`src/rtl/weight_comp_input_feeder_pkg.sv`:
```
// Shared definitions for the weight-comparison input feeder and the cell chain it drives:
// feeder states, counter sizing helpers and the lane slice macro.
`ifndef WEIGHT_COMP_LANE_MACRO
`define WEIGHT_COMP_LANE_MACRO
`define WC_LANE(vec, k, w) vec[(k)*(w) +: (w)]
`endif

package weight_comp_input_feeder_pkg;

    typedef enum logic {
        FILL = 1'b0,
        PAD  = 1'b1
    } feed_state_t;

    function automatic int chunk_count(input int weights, input int inputs);
        return weights / inputs;
    endfunction

    // A counter over n values needs at least one bit even when n == 1.
    function automatic int cnt_width(input int n);
        return (n > 1) ? $clog2(n) : 1;
    endfunction

endpackage

```
`src/rtl/weight_comp_input_feeder.sv`:
```
// Packs a serial word stream into INPUT_AMOUNT-wide chunks tagged with their weight index,
// zero-padding short vectors so each vector always spans WEIGHT_AMOUNT/INPUT_AMOUNT chunks.
module weight_comp_input_feeder
    import weight_comp_input_feeder_pkg::*;
#(
    parameter int DATA_WIDTH    = 32,
    parameter int WEIGHT_AMOUNT = 8,
    parameter int INPUT_AMOUNT  = 4
) (
    input  logic                               clk,
    input  logic                               reset,
    input  logic [DATA_WIDTH-1:0]              in_data,
    input  logic                               in_valid,
    input  logic                               in_last,
    output logic                               in_ready,
    output logic [DATA_WIDTH-1:0]              output_index,
    output logic [INPUT_AMOUNT*DATA_WIDTH-1:0] output_value,
    output logic                               output_enable,
    output logic                               busy
);

    localparam int CHUNKS = chunk_count(WEIGHT_AMOUNT, INPUT_AMOUNT);
    localparam int LANE_W = cnt_width(INPUT_AMOUNT);
    localparam int IDX_W  = cnt_width(CHUNKS);
    localparam int VEC_W  = INPUT_AMOUNT * DATA_WIDTH;

    localparam logic [LANE_W-1:0] LAST_LANE  = LANE_W'(INPUT_AMOUNT - 1);
    localparam logic [IDX_W-1:0]  LAST_CHUNK = IDX_W'(CHUNKS - 1);

    feed_state_t             state, state_nxt;
    logic [LANE_W-1:0]       lane_cnt, lane_nxt;
    logic [IDX_W-1:0]        chunk_idx, idx_nxt, idx_step;
    logic [VEC_W-1:0]        chunk, chunk_nxt, filled;
    logic [DATA_WIDTH-1:0]   index_nxt, chunk_base;
    logic [VEC_W-1:0]        value_nxt;
    logic                    enable_nxt;
    logic                    accept;

    assign in_ready   = (state == FILL);
    assign busy       = (lane_cnt != '0) || (state == PAD);
    assign accept     = in_valid && (state == FILL);
    assign chunk_base = DATA_WIDTH'(chunk_idx) * DATA_WIDTH'(INPUT_AMOUNT);
    assign idx_step   = (chunk_idx == LAST_CHUNK) ? '0 : chunk_idx + IDX_W'(1);

    always_comb begin
        state_nxt  = state;
        lane_nxt   = lane_cnt;
        idx_nxt    = chunk_idx;
        chunk_nxt  = chunk;
        index_nxt  = output_index;
        value_nxt  = output_value;
        enable_nxt = 1'b0;
        filled     = chunk;

        // Lanes above lane_cnt are still zero because the chunk register clears on every emit.
        for (int k = 0; k < INPUT_AMOUNT; k++) begin
            if (LANE_W'(k) == lane_cnt) begin
                `WC_LANE(filled, k, DATA_WIDTH) = in_data;
            end
        end

        case (state)
            FILL: begin
                if (accept) begin
                    if (lane_cnt == LAST_LANE || in_last) begin
                        index_nxt  = chunk_base;
                        value_nxt  = filled;
                        enable_nxt = 1'b1;
                        lane_nxt   = '0;
                        chunk_nxt  = '0;
                        idx_nxt    = idx_step;
                        if (in_last && chunk_idx != LAST_CHUNK) begin
                            state_nxt = PAD;
                        end
                    end else begin
                        chunk_nxt = filled;
                        lane_nxt  = lane_cnt + LANE_W'(1);
                    end
                end
            end
            PAD: begin
                index_nxt  = chunk_base;
                value_nxt  = '0;
                enable_nxt = 1'b1;
                idx_nxt    = idx_step;
                if (chunk_idx == LAST_CHUNK) begin
                    state_nxt = FILL;
                end
            end
            default: begin
                state_nxt = FILL;
            end
        endcase
    end

    always_ff @(posedge clk or posedge reset) begin
        if (reset) begin
            state         <= FILL;
            lane_cnt      <= '0;
            chunk_idx     <= '0;
            chunk         <= '0;
            output_index  <= '0;
            output_value  <= '0;
            output_enable <= 1'b0;
        end else begin
            state         <= state_nxt;
            lane_cnt      <= lane_nxt;
            chunk_idx     <= idx_nxt;
            chunk         <= chunk_nxt;
            output_index  <= index_nxt;
            output_value  <= value_nxt;
            output_enable <= enable_nxt;
        end
    end

endmodule
```
`config.mk`:
```
export PLATFORM = sky130hd
export DESIGN_NAME = weight_comp_input_feeder
export DESIGN_NICKNAME = d
export VERILOG_FILES = /design/src/rtl/weight_comp_input_feeder_pkg.sv /design/src/rtl/weight_comp_input_feeder.sv
export SDC_FILE = /design/constraint.sdc
export NUM_CORES = 1
export LEC_CHECK = 0
export ABC_AREA = 1
export CAP_MARGIN = 0
export CORE_MARGIN = 2
export CORE_UTILIZATION = 45
export CTS_BUF_LIST = sky130_fd_sc_hd__clkbuf_4
export DETAILED_ROUTE_END_ITERATION = 6
export DONT_BUFFER_PORTS = 1
export GPL_TIMING_DRIVEN = 1
export RECOVER_POWER = 50
export REMOVE_ABC_BUFFERS = 1
export SETUP_SLACK_MARGIN = 0.3
export SYNTH_ARGS = -nofsm -noshare
export SYNTH_HDL_FRONTEND = slang
export SYNTH_SLANG_ARGS = --single-unit
```
`constraint.sdc`:
```
create_clock -name clk -period 9.55 [get_ports clk]
set_input_delay 1.91 -clock clk [delete_from_list [all_inputs] [get_ports clk]]
set_output_delay 1.91 -clock clk [all_outputs]
set_load 0.01 [all_outputs]
```
==> metrics.txt <==
Residual DRC 0; reg2reg path depth 7; max cap viols 4; Final Skew 0.0481 ns; initial DRC count 518; Gate Count Post-Synth 1543; post-synthesis average cell area 7.73 sq um; Leakage Power 6.92 nW; setup fix buffers added after clock tree synthesis 0; class of the tightest hold or removal check reg2reg; number of buffers created by CTS 71; Total Nets Final 1574; crit path kind reg2reg; result of the run complete, but fails checks; Total Neg Setup Slack 0 ns; global-route wire length before repair 49200 um; kind of end point of the critical path register; initial standard-cell utilization of the core 0.457; hold path startpoint chunk[72]; utilization after layout 0.492; vias 9416; DRT Pass-1 Iters 4; Tot GR Track Use 0.217; Power per Cell Area 283 nW/um^2; VDD IR max 0.000129 V; maximum number of pins on one net before global-route repair 139; failing checks capacitance limit, slew limit; Reg-to-Reg Start state; arrival time worst endpoint 6.55 ns; overall die height 167 um; kind of start point of the critical path register; highest net fanout along the worst path 80; number of ports placed on the die boundary 199; CP Cell Sequence clkinvlp_2, nand2_4, clkbuf_1, nor2_4, buf_4, nand2_1, nand2_1; Via density 4.89; sequential-to-total area share from yosys stat 0.550; total power 3.63 mW; tightest hold margin 0.478 ns; Die Span X 167 um; TritonCTS clock tree yes; number of levels in the clock H-tree 3; sink of the worst hold path chunk[72]; area of the multi-input gates 4320 sq um; Longest Clk Path Bufs 3; reg2reg setup slack 3.49 ns; area of all sequential standard cells 6560 sq um; endpoint of the worst register-to-register path chunk[34]; Yosys reg bits 262; hold buffer count at CTS 0; quantity of gates resized following cts 0; drt total wl 29600 um; share of the cycle needed by the critical path after routing 0.634; total die area 27800 sq um; area of the core region 26100 sq um; count of synthesis-stage warnings from yosys 0; Worst path slowest cell clkbuf_1; Area growth, synth to finish 7.52%; fraction of final layout cells sized beyond drive strength 1 0.0863; number of library cell types mapped by synthesis 18; post-route minimum period 6.06 ns; Cells on Worst Hold Path 2; IO buf count 0; max-slew violation total from the final report 255; antenna violations before repair 1; fillcell total 2660; Worst Max-Slew Pin Slew 3.75 ns; peak per-stage delay on the critical path 2.68 ns; slew margin rel. -1.50; Num Clock Sinks 262; Max Clock Freq 165 MHz; Final HPWL DP 16600 um; endpoint required time on the critical path 10.04 ns; routed wire length per instance 15.4 um; Mapped Area 11900 sq um; via count of the first global-routing pass 9379; remaining antenna violation count 0; number of hold violations in the final report 0; clk root buf clkbuf_4; clock latency at the later pin of the worst-skew pair 0.66 ns; number of setup violations in the final report 0; total congestion overflow after global routing 0; standard-cell rows 59; unrepaired setup endpoints after global routing false; cell mode on critical path nand2_1; routability congestion estimate 0.759; Clk pin slew, worst setup/hold paths 0.06 ns
[where the power goes]
| group | total [mW] | switching (mW) | leakage (nW) | internal [mW] |
|---|---|---|---|---|
| logic | 0.958 | 0.703 | 2.79 | 0.256 |
| clock network | 1.02 | 0.465 | 0.554 | 0.554 |
| registers | 1.65 | 0.254 | 3.58 | 1.40 |
| total | 3.63 | 1.42 | 6.92 | 2.21 |
[cells by family after synthesis]
group | share of synthesized area
buf+inv | 0.0989
other cells | 0.000315
fa+ha+maj | 0.00420
simple gates | 0.305
flops | 0.550
compound gates | 0.0415
[how the worst max path moves through the flow]
stage	from	end	slack (ns)
2_1_floorplan	reset	chunk[0]	0.43
3_3_place_gp	in_valid	output_value[122]	4.95
3_5_place_dp	in_valid	output_value[2]	4.91
4_1_cts	in_valid	output_value[2]	5.60
5_1_grt	state	chunk[26]	2.85
6_report	state	chunk[34]	3.49
[metrics by stage]
| step | std cells | setup slack, ns | area [sq um] |
|---|---|---|---|
| CTS | 1922 | 5.60 | 12800 |
| detailed placement | 1796 | 4.91 | 11900 |
| floorplan | 1448 | 0.428 | 11400 |
| global placement | 1796 | 4.95 | 11900 |
| global route | 1924 | 2.85 | 12800 |
| finish | 1924 | 3.49 | 12800 |
[layout by cell type (no fill, tap or decap)]
cell type / count
nand3_1: 132
clkbuf_1: 4
clkinvlp_2: 1
nand2_1: 653
clkbuf_4: 111
inv_8: 1
inv_1: 132
clkinv_2: 2
o21ai_4: 1
nor2_1: 128
diode_2: 2
nand2_4: 1
clkinv_1: 11
conb_1: 31
a21oi_1: 1
ha_2: 4
dfrtp_1: 262
inv_2: 3
buf_4: 9
o21ai_0: 96
bufinv_16: 1
nor2_4: 3
[state kept, by name, summed over array words and instances, names as in the netlist]
signal and flops:
chunk_idx 1, output_enable 1, output_value 128, state 1, output_index 1, lane_cnt 2
chunk 128
[cell type report]
cell class	count	share of cell area
sequential	262	0.512
multi-input combinational	1050	0.337
clock buffer	111	0.0650
inverter	136	0.0405
tap	335	0.0327
clock inverter	15	0.00664
timing repair buffer	13	0.00644
antenna	2	0.000391
[synthesized netlist by cell type, drive strengths merged]
cell type,count,area (sq um)
o21ai,97,489
ha,4,50.1
clkbuf,42,158
inv,136,510
conb,1,3.75
a21oi,1,5.00
nand3,132,661
buf,83,510
dfrtp,262,6560
nand2,654,2460
nor2,131,514
[worst max-delay path: cells and delay by family (launching register included)]
kind                   cells  cell delay (ns)
buffers and inverters      3             4.04
AND/OR/NAND/NOR            4             1.37
flip-flops                 1             0.34
[layer usage]
| layer | track usage | part of all wire |
|---|---|---|
| met3 | 0.0642 | 0.076 |
| met2 | 0.340 | 0.46 |
| met1 | 0.289 | 0.45 |
| met4 | 0.0787 | 0.020 |
| met5 | 0 | 0 |
Note: power is estimated with default switching activity, not from simulation.
==> RTL edit (same settings) <==
Set the parameter `DATA_WIDTH` to 24 (it was 32).
--- a/src/rtl/weight_comp_input_feeder.sv
+++ b/src/rtl/weight_comp_input_feeder.sv
@@ -3,7 +3,7 @@
 module weight_comp_input_feeder
     import weight_comp_input_feeder_pkg::*;
 #(
-    parameter int DATA_WIDTH    = 32,
+    parameter int DATA_WIDTH    = 24,
     parameter int WEIGHT_AMOUNT = 8,
     parameter int INPUT_AMOUNT  = 4
 ) (
Interface: changed (resized in_data, output_index and output_value); port bits go from 199 to 151. No check against the original RTL was run, so the function may have changed too.
==> RTL edit against the original RTL <==
  * The flow still finishes with violations (capacitance limit, slew limit)
  * Final cell count shrank 27%
  * Combinational power fell by 26%
  * Total power is 34% lower
  * Setup slack better by 0.22 ns
  * Cell area decreased by 28%
  * Wire length shrank 29%
  * Critical path type is now in2async
  * Area after synthesis fell by 24%
  * Sequential cell count decreased by 64
  * Hold slack better by 0.020 ns
  * Clock power down 56%
  * Critical path depth is 5 lower
  * Synthesized cell count decreased by 24%
  * Largest cell class unchanged
==> RTL edit: results (changes against the original RTL) <==
<table>
<tr><th>Metric</th><th>Value</th></tr>
<tr><th colspan="2">Critical path</th></tr>
<tr><td>Max stage delay on crit path</td><td>3.27 ns (+0.59 ns)</td></tr>
<tr><td>Worst Path Max Fanout</td><td>135 (+69%)</td></tr>
<tr><td>Slowest stage cell, crit path</td><td>clkinvlp_2</td></tr>
<tr><th colspan="2">Synthesis</th></tr>
<tr><td>Synth cell count leaders</td><td>nand2_1 (494), dfrtp_1 (198), inv_1 (102), nand3_1 (100), nor2_1 (96)</td></tr>
<tr><td>Share of the synthesized area in compound gates (AO/OA/AOI/OAI)</td><td>4.21% (+0.067 points)</td></tr>
<tr><td>Post-synthesis share of cell area spent on full adders, half adders and majority gates</td><td>0.553% (+0.13 points)</td></tr>
<tr><th colspan="2">Drt</th></tr>
<tr><td>Total Routed Length</td><td>21.0 mm (-29%)</td></tr>
<tr><td>Length of the first detailed-routing pass in iterations</td><td>5 (+1)</td></tr>
<tr><td>Iteration-0 DRC Markers</td><td>380 (-27%)</td></tr>
<tr><td>Via count of the routed design</td><td>6801 (-28%)</td></tr>
<tr><th colspan="2">CTS</th></tr>
<tr><td>Number of buffers created by CTS</td><td>17 (-76%)</td></tr>
<tr><td>H-tree level count</td><td>4 (+1)</td></tr>
<tr><td>Clock input transition at the sequential cells of the worst setup and hold paths</td><td>0.15 ns (+0.09 ns)</td></tr>
<tr><td>Clock insertion delay at the later pin of the skew report</td><td>0.58 ns (-0.08 ns)</td></tr>
<tr><th colspan="2">Power and ir drop</th></tr>
<tr><td>Worst supply voltage drop on vdd</td><td>129 µV (-0.24%)</td></tr>
<tr><th colspan="2">Global routing</th></tr>
<tr><td>Number of global-route vias before repair</td><td>6658 (-29%)</td></tr>
<tr><td>Global-route wire length before repair</td><td>35.3 mm (-28%)</td></tr>
<tr><td>Met2 track utilization from global routing</td><td>32.3% (-1.7 points)</td></tr>
<tr><td>Met1 track demand over resource in global routing</td><td>27.9% (-0.94 points)</td></tr>
<tr><td>Largest net degree at the start of global routing</td><td>136 (-2.2%)</td></tr>
<tr><th colspan="2">Cells and area</th></tr>
<tr><td>Layout cells sized above 1</td><td>4.23% (-4.4 points)</td></tr>
<tr><td>Top flop regs</td><td>chunk: 96 flops, output_value: 96 flops, lane_cnt: 2 flops</td></tr>
<tr><td>NumNets Final</td><td>1153 (-27%)</td></tr>
<tr><th colspan="2">Place</th></tr>
<tr><td>HPWL after detailed placement</td><td>11.8 mm (-29%)</td></tr>
<tr><th colspan="2">Job</th></tr>
<tr><td>Max Cap Viol</td><td>2 (-2)</td></tr>
<tr><th colspan="2">Timing</th></tr>
<tr><td>Pins Over Slew Limit</td><td>180 (-29%)</td></tr>
<tr><th colspan="2">Status</th></tr>
<tr><td>Status</td><td>complete, but fails checks</td></tr>
<tr><td>Violated checks</td><td>capacitance limit, slew limit</td></tr>
</table>
## RTL edit: cell type report
type | count | area [µm²] | area share [%]
diodes | 1 | 2.50 | 0.0270
clock buffers | 19 | 143 | 1.54
clock inverters | 13 | 131 | 1.42
inverters | 104 | 394 | 4.25
multi-input cells | 794 | 3270 | 35.2
flip-flops and latches | 198 | 4950 | 53.5
well taps | 265 | 332 | 3.58
repair buffers | 6 | 45.0 | 0.486
## RTL edit: cells by family after synthesis
kind of cell	count (synthesis)
DFF	198
buffers and inverters	197
adders and majority gates	4
AOI/OAI and AO/OA	74
other	1
and+or+nand+nor	693
## RTL edit: path summary, 6_finish.rpt
check,from,to,slack (ns),cells after the start
setup / recovery,reset,chunk[84],3.71,2
hold reg to reg,chunk[32],chunk[32],0.50,2
max in group clk,in_last,output_value[58],3.71,4
setup reg to reg,lane_cnt[0],output_value[58],4.05,6
hold / removal,chunk[32],chunk[32],0.50,2
min in group asynchronous,reset,output_value[21],3.04,1
## RTL edit: power breakdown
group          internal [W]  total, W  switching [W]
Clock              0.000161  0.000451       0.000290
Combinational      0.000191  0.000711       0.000519
Sequential          0.00105   0.00125       0.000193
## RTL edit: metrics by stage
stage | area, µm² | hold slack, ns | instances | setup WS, ns
6_report | 9270 | 0.497 | 1400 | 3.71
5_1_grt | 9270 | 0.512 | 1400 | 2.73
4_1_cts | 9290 | 0.500 | 1399 | 5.34
3_5_place_dp | 9020 | 0.465 | 1367 | 5.14
3_3_place_gp | 9020 | 0.461 | 1367 | 5.15
2_1_floorplan | 8600 | 0.443 | 1096 | 2.24
## RTL edit: layer usage
layer | vias to the layer above | routed length (µm) | share of wire (%)
li1 | 3405 | - | -
met1 | 3220 | 9810 | 47
met2 | 169 | 9610 | 46
met3 | 7 | 1410 | 6.7
met4 | 0 | 122 | 0.58
met5 | - | 0 | 0
